## config.mk

```make
export PLATFORM = sky130hd
export DESIGN_NAME = imem_loader
export DESIGN_NICKNAME = d
export VERILOG_FILES = /design/src/rtl/imem_loader.sv
export SDC_FILE = /design/constraint.sdc
export NUM_CORES = 1
export LEC_CHECK = 0
export ABC_AREA = 1
export BUFFER_PORTS_ARGS = -buffer_cell sky130_fd_sc_hd__buf_2
export CORE_UTILIZATION = 35
export DETAILED_ROUTE_END_ITERATION = 12
export PLACE_DENSITY = 0.66
export SETUP_SLACK_MARGIN = 0.02
export SLEW_MARGIN = 25
export SYNTH_ARGS = -nofsm -noshare
export SYNTH_HDL_FRONTEND = slang
export SYNTH_SLANG_ARGS = --single-unit
```

## constraint.sdc

```tcl
create_clock -name clk -period 1.82 [get_ports clk]
set_input_delay 0.091 -clock clk [delete_from_list [all_inputs] [get_ports clk]]
set_output_delay 0.091 -clock clk [all_outputs]
set_load 0.05 [all_outputs]
```

## src/rtl/imem_loader.sv

```systemverilog
`default_nettype none
// ============================================================================
// Module   : imem_loader
// Brief    : Streams a little-endian byte image into instruction memory while
//            holding the core in reset, then releases it to fetch from word 0.
// Revision : 1.0
// ============================================================================
module imem_loader #(
    parameter int ADDR_WIDTH = 8
) (
    input  logic                  clk,
    input  logic                  rst,
    input  logic                  start,
    input  logic [ADDR_WIDTH:0]   num_words,
    input  logic                  byte_valid,
    input  logic [7:0]            byte_data,
    output logic                  byte_ready,
    output logic                  imem_we,
    output logic [ADDR_WIDTH-1:0] imem_waddr,
    output logic [31:0]           imem_wdata,
    output logic                  core_rst,
    output logic                  busy,
    output logic                  done
);

    typedef enum logic [1:0] {
        IDLE  = 2'd0,
        RECV  = 2'd1,
        WRITE = 2'd2,
        DONE  = 2'd3
    } state_t;

    // Largest load that fits without revisiting an address.
    localparam logic [ADDR_WIDTH:0] CAPACITY = {1'b1, {ADDR_WIDTH{1'b0}}};

    state_t                state_q,      state_d;
    logic [ADDR_WIDTH-1:0] waddr_q,      waddr_d;
    logic [ADDR_WIDTH:0]   words_left_q, words_left_d;
    logic [1:0]            byte_idx_q,   byte_idx_d;
    logic [31:0]           wbuf_q,       wbuf_d;
    logic                  core_rst_q,   core_rst_d;

    always_ff @(posedge clk or posedge rst) begin
        if (rst) begin
            state_q      <= IDLE;
            waddr_q      <= '0;
            words_left_q <= '0;
            byte_idx_q   <= '0;
            wbuf_q       <= '0;
            core_rst_q   <= 1'b1;
        end else begin
            state_q      <= state_d;
            waddr_q      <= waddr_d;
            words_left_q <= words_left_d;
            byte_idx_q   <= byte_idx_d;
            wbuf_q       <= wbuf_d;
            core_rst_q   <= core_rst_d;
        end
    end

    always_comb begin
        state_d      = state_q;
        waddr_d      = waddr_q;
        words_left_d = words_left_q;
        byte_idx_d   = byte_idx_q;
        wbuf_d       = wbuf_q;
        core_rst_d   = core_rst_q;

        case (state_q)
            IDLE: begin
                if (start) begin
                    waddr_d      = '0;
                    byte_idx_d   = '0;
                    words_left_d = (num_words > CAPACITY) ? CAPACITY : num_words;
                    if (num_words == '0) begin
                        state_d    = DONE;
                        core_rst_d = 1'b0;
                    end else begin
                        state_d    = RECV;
                        core_rst_d = 1'b1;
                    end
                end
            end
            RECV: begin
                if (byte_valid) begin
                    wbuf_d[{byte_idx_q, 3'b000} +: 8] = byte_data;
                    byte_idx_d = byte_idx_q + 2'd1;
                    if (byte_idx_q == 2'd3) begin
                        state_d = WRITE;
                    end
                end
            end
            WRITE: begin
                waddr_d      = waddr_q + ADDR_WIDTH'(1);
                words_left_d = words_left_q - (ADDR_WIDTH + 1)'(1);
                if (words_left_q == (ADDR_WIDTH + 1)'(1)) begin
                    state_d    = DONE;
                    core_rst_d = 1'b0;
                end else begin
                    state_d = RECV;
                end
            end
            DONE: begin
                state_d = IDLE;
            end
            default: begin
                state_d = IDLE;
            end
        endcase
    end

    assign byte_ready = (state_q == RECV);
    assign imem_we    = (state_q == WRITE);
    assign done       = (state_q == DONE);
    assign busy       = (state_q != IDLE);
    assign imem_waddr = waddr_q;
    assign imem_wdata = wbuf_q;
    assign core_rst   = core_rst_q;

endmodule
`default_nettype wire

```

==> metrics.json <==
{
  "endpoint": "imem_we",
  "worstSetupPathType": "flip-flop to primary output",
  "first_pass_iteration_count_of_the_detailed_router": 4,
  "cts_max_level": 2,
  "globalRouteOverflowTotal": 0,
  "power.density_mw_per_mm2": 1760,
  "crit_path_cell_trace": "inv_2 -> nand2_2 -> inv_2 -> buf_2",
  "netlist_instances": 366,
  "critical_path.slowest_cell": "sky130_fd_sc_hd__dfrtp_1",
  "synth_top_cell_area_share_pct": 46.9,
  "die-height_um": 91.9,
  "worstMarginPinSlew_ps": 510,
  "crit-reg2reg-capture": "imem_wdata[6]$_DFFE_PP0P_",
  "critPathMaxFanout": 17,
  "final_count_of_hold_timing_violations": 0,
  "path_buf_inv": 3,
  "fin_skew_ps": 14.1,
  "design.die.area_mm2": 0.00844,
  "synth_top_area_cell": "sky130_fd_sc_hd__dfrtp_1",
  "reg2regPathDepth": 6,
  "fmax_mhz": 608,
  "asyncSetResetFlopFracSynth_pct": 100,
  "insertion_delay_ps": 320,
  "area.growth.synth_to_final_pct": 21.0,
  "chip_width_um": 91.9,
  "floorplan.rows": 32,
  "post-dp-hpwl_um": 5280,
  "grt_start_max_net_pins": 35,
  "postPlaceCellArea_mm2": 0.00329,
  "total_routing_usage_gr_pct": 17.7,
  "reg2reg_setup_slack_ps": 200,
  "ys_seq_elements": 54,
  "finalCoreUtilization_pct": 44.0,
  "initial_antenna_violation_count": 0,
  "synth-seq-area-share_pct": 47.8,
  "antenna_cells_inserted": 0,
  "buffer_ports.inserted": 65,
  "per_instance_average_area_after_synthesis_um2": 7.73,
  "worst_setup_ep_type": "primary output",
  "cp_data_arrival_time_ps": 1550,
  "grt_pass1_wl_um": 12000,
  "synthFlopType": "sky130_fd_sc_hd__dfrtp_1",
  "hold_path.class": "input pin to flip-flop",
  "crit_path_start_kind": "flip-flop",
  "first_global_vias": 2513,
  "io_pins": 66,
  "tritoncts_sinks": 54,
  "clk_pin_slew_worst_paths_ps": 100,
  "floorplan.initialDensity_pct": 36.4,
  "hold_start": "byte_data[5]",
  "max_stage_delay_ps": 420,
  "rr_startpoint": "state_q[1]$_DFFE_PP0P_",
  "timing.final.max_slew_violations": 0,
  "fin_setup_tns_ps": 0,
  "globalplace.congestion": 0.832,
  "detail_route.wl_per_cell_um": 13.3,
  "clock_path_buffers": 2,
  "wirelength_um": 7160,
  "timing.slew.headroom_pct": 65.8,
  "drive_above_1_share_pct": 21.5,
  "grt_setup_unrepaired": "false",
  "vdd.ir_drop.worst_mv": 0.782,
  "critPathMostFrequentCell": "sky130_fd_sc_hd__inv_2",
  "via_count": 2632,
  "worstPathRequired_ps": 1730,
  "leading_cell_types_by_total_area_after_synthesis": "sky130_fd_sc_hd__dfrtp_1, sky130_fd_sc_hd__nand2_1, sky130_fd_sc_hd__nand3_1, sky130_fd_sc_hd__o21ai_1, sky130_fd_sc_hd__inv_1",
  "synthesis.area_mm2": 0.00283,
  "fp.coreArea_mm2": 0.00777,
  "cts_inserted_buffers": 5,
  "power.static_leakage_nw": 1.92,
  "finalCriticalPeriod_ps": 1650,
  "fillCellCount": 790,
  "synth_enable_flop_cells": 0,
  "hold_depth": 3,
  "finalSetupViolations": 0,
  "route.antenna.remaining_nets": 0,
  "nNetsFinal": 465,
  "post-route-cell-area_mm2": 0.00342,
  "post_synth_num_cell_types": 25,
  "critical_path_startpoint": "state_q[0]$_DFFE_PP0P_",
  "synth_nets": 395,
  "first_iter_violations": 129,
  "worst-path-stages": 4,
  "final_min_period_over_clock_period_pct": 90.4,
  "tritoncts": "yes",
  "status": "finished, final reports clean",
  "drcViolationCount": 0,
  "post_drt_via_cell_ratio": 4.88,
  "clk_root_buffer_cell": "sky130_fd_sc_hd__clkbuf_8",
  "max_cap_viol_count": 0,
  "ys.warnings.count": 0,
  "timing.critical_path.max_delay_family": "buffers and inverters"
}
[worst register-to-register path, stage by stage (launching register included)]
cell                      delay [ps]
sky130_fd_sc_hd__dfrtp_1         470
sky130_fd_sc_hd__nor2_4          190
sky130_fd_sc_hd__nand2_2         280
sky130_fd_sc_hd__buf_12          280
sky130_fd_sc_hd__nor2_4          180
sky130_fd_sc_hd__nand3_1         100
sky130_fd_sc_hd__nand2_1          80
[how the worst min path moves through the flow]
stage | to | slack, ps
after floorplan | imem_wdata[0]$_DFFE_PP0P_ | 230
after global placement | imem_waddr[1]$_DFFE_PP0P_ | 160
after detailed placement | imem_waddr[0]$_DFFE_PP0P_ | 150
after CTS | imem_wdata[5]$_DFFE_PP0P_ | 40
after global routing | imem_wdata[5]$_DFFE_PP0P_ | 30
final | imem_wdata[5]$_DFFE_PP0P_ | 40
[cell type report]
type	count	area [um2]	area share (%)
inverters	45	169	4.94
clock inverters	2	38.8	1.13
clock buffers	6	82.6	2.41
multi-input cells	260	1260	36.8
repair buffers	70	390	11.4
flip-flops and latches	54	1350	39.5
well taps	102	128	3.73
[metrics by stage]
stage / hold WS, ps / cells / setup WS (ps) / total power, mW
6_report: 37.5 / 539 / 174 / 6.03
3_5_place_dp: 146 / 530 / 207 / 5.18
4_1_cts: 36.0 / 539 / 163 / 6.07
5_1_grt: 30.3 / 539 / 58.2 / 6.46
2_1_floorplan: 229 / 366 / 65.3 / 4.39
3_3_place_gp: 156 / 530 / 255 / 5.14
[synthesized netlist by cell type (2+ instances only)]
cell / n
sky130_fd_sc_hd__a21oi_1: 6
sky130_fd_sc_hd__buf_4: 3
sky130_fd_sc_hd__buf_6: 2
sky130_fd_sc_hd__dfrtp_1: 53
sky130_fd_sc_hd__ha_1: 8
sky130_fd_sc_hd__inv_1: 42
sky130_fd_sc_hd__inv_2: 3
sky130_fd_sc_hd__nand2_1: 96
sky130_fd_sc_hd__nand2_2: 4
sky130_fd_sc_hd__nand3_1: 47
sky130_fd_sc_hd__nor2_1: 31
sky130_fd_sc_hd__nor2_4: 4
sky130_fd_sc_hd__nor3_1: 3
sky130_fd_sc_hd__o21ai_0: 18
sky130_fd_sc_hd__o21ai_1: 33
sky130_fd_sc_hd__o22ai_1: 4
[power breakdown]
| part | switching [mW] | internal (mW) |
|---|---|---|
| registers | 0.309 | 1.61 |
| clock network | 0.416 | 0.453 |
| logic | 2.47 | 0.772 |
[sequential cells by signal (all words and copies together) (netlist names)]
signal        count
byte_idx_q        2
core_rst          1
imem_waddr        8
imem_wdata       32
state_q           2
words_left_q      9
[routing by layer]
layer	GRT usage [%]	wire (um)	vias up	part of all wire [%]
met5	0	0	-	0
met4	4.30	64	0	0.89
met3	2.99	414	8	5.8
met2	28.6	3410	92	48
met1	24.7	3270	1213	46
li1	-	-	1319	-
[timing repair]
action | 4_1_cts | 5_1_grt
hold endpoints to repair | 19 | 0
gates resized for setup | 0 | 1
hold buffers | 1 | 0
endpoints found under the setup margin | 0 | 2
setup buffers | 0 | 0
[cell usage in the layout (no fill, tap or decap), types with 4 or more instances in the layout]
cell type                  count
sky130_fd_sc_hd__nand2_1      96
sky130_fd_sc_hd__o21ai_0      18
sky130_fd_sc_hd__ha_1          8
sky130_fd_sc_hd__nand2_2       4
sky130_fd_sc_hd__nand3_1      47
sky130_fd_sc_hd__clkbuf_8      6
sky130_fd_sc_hd__inv_1        41
sky130_fd_sc_hd__nor2_4        4
sky130_fd_sc_hd__a21oi_1       6
sky130_fd_sc_hd__o22ai_1       4
sky130_fd_sc_hd__inv_2         4
sky130_fd_sc_hd__dfrtp_1      53
sky130_fd_sc_hd__o21ai_1      33
sky130_fd_sc_hd__buf_2        65
sky130_fd_sc_hd__nor2_1       30
[cell families (layout without fill, tap and decap cells)]
| kind of cell | Yosys count | in the layout | synth area share (%) |
|---|---|---|---|
| and+or+nand+nor | 187 | 187 | 28.6 |
| AOI/OAI and AO/OA | 64 | 64 | 11.8 |
| DFF | 54 | 54 | 47.8 |
| buffers and inverters | 52 | 123 | 7.88 |
| adders and majority gates | 8 | 8 | 3.54 |
| xor gates and xnor gates | 1 | 1 | 0.310 |
Power figures use the tool's default switching activity.
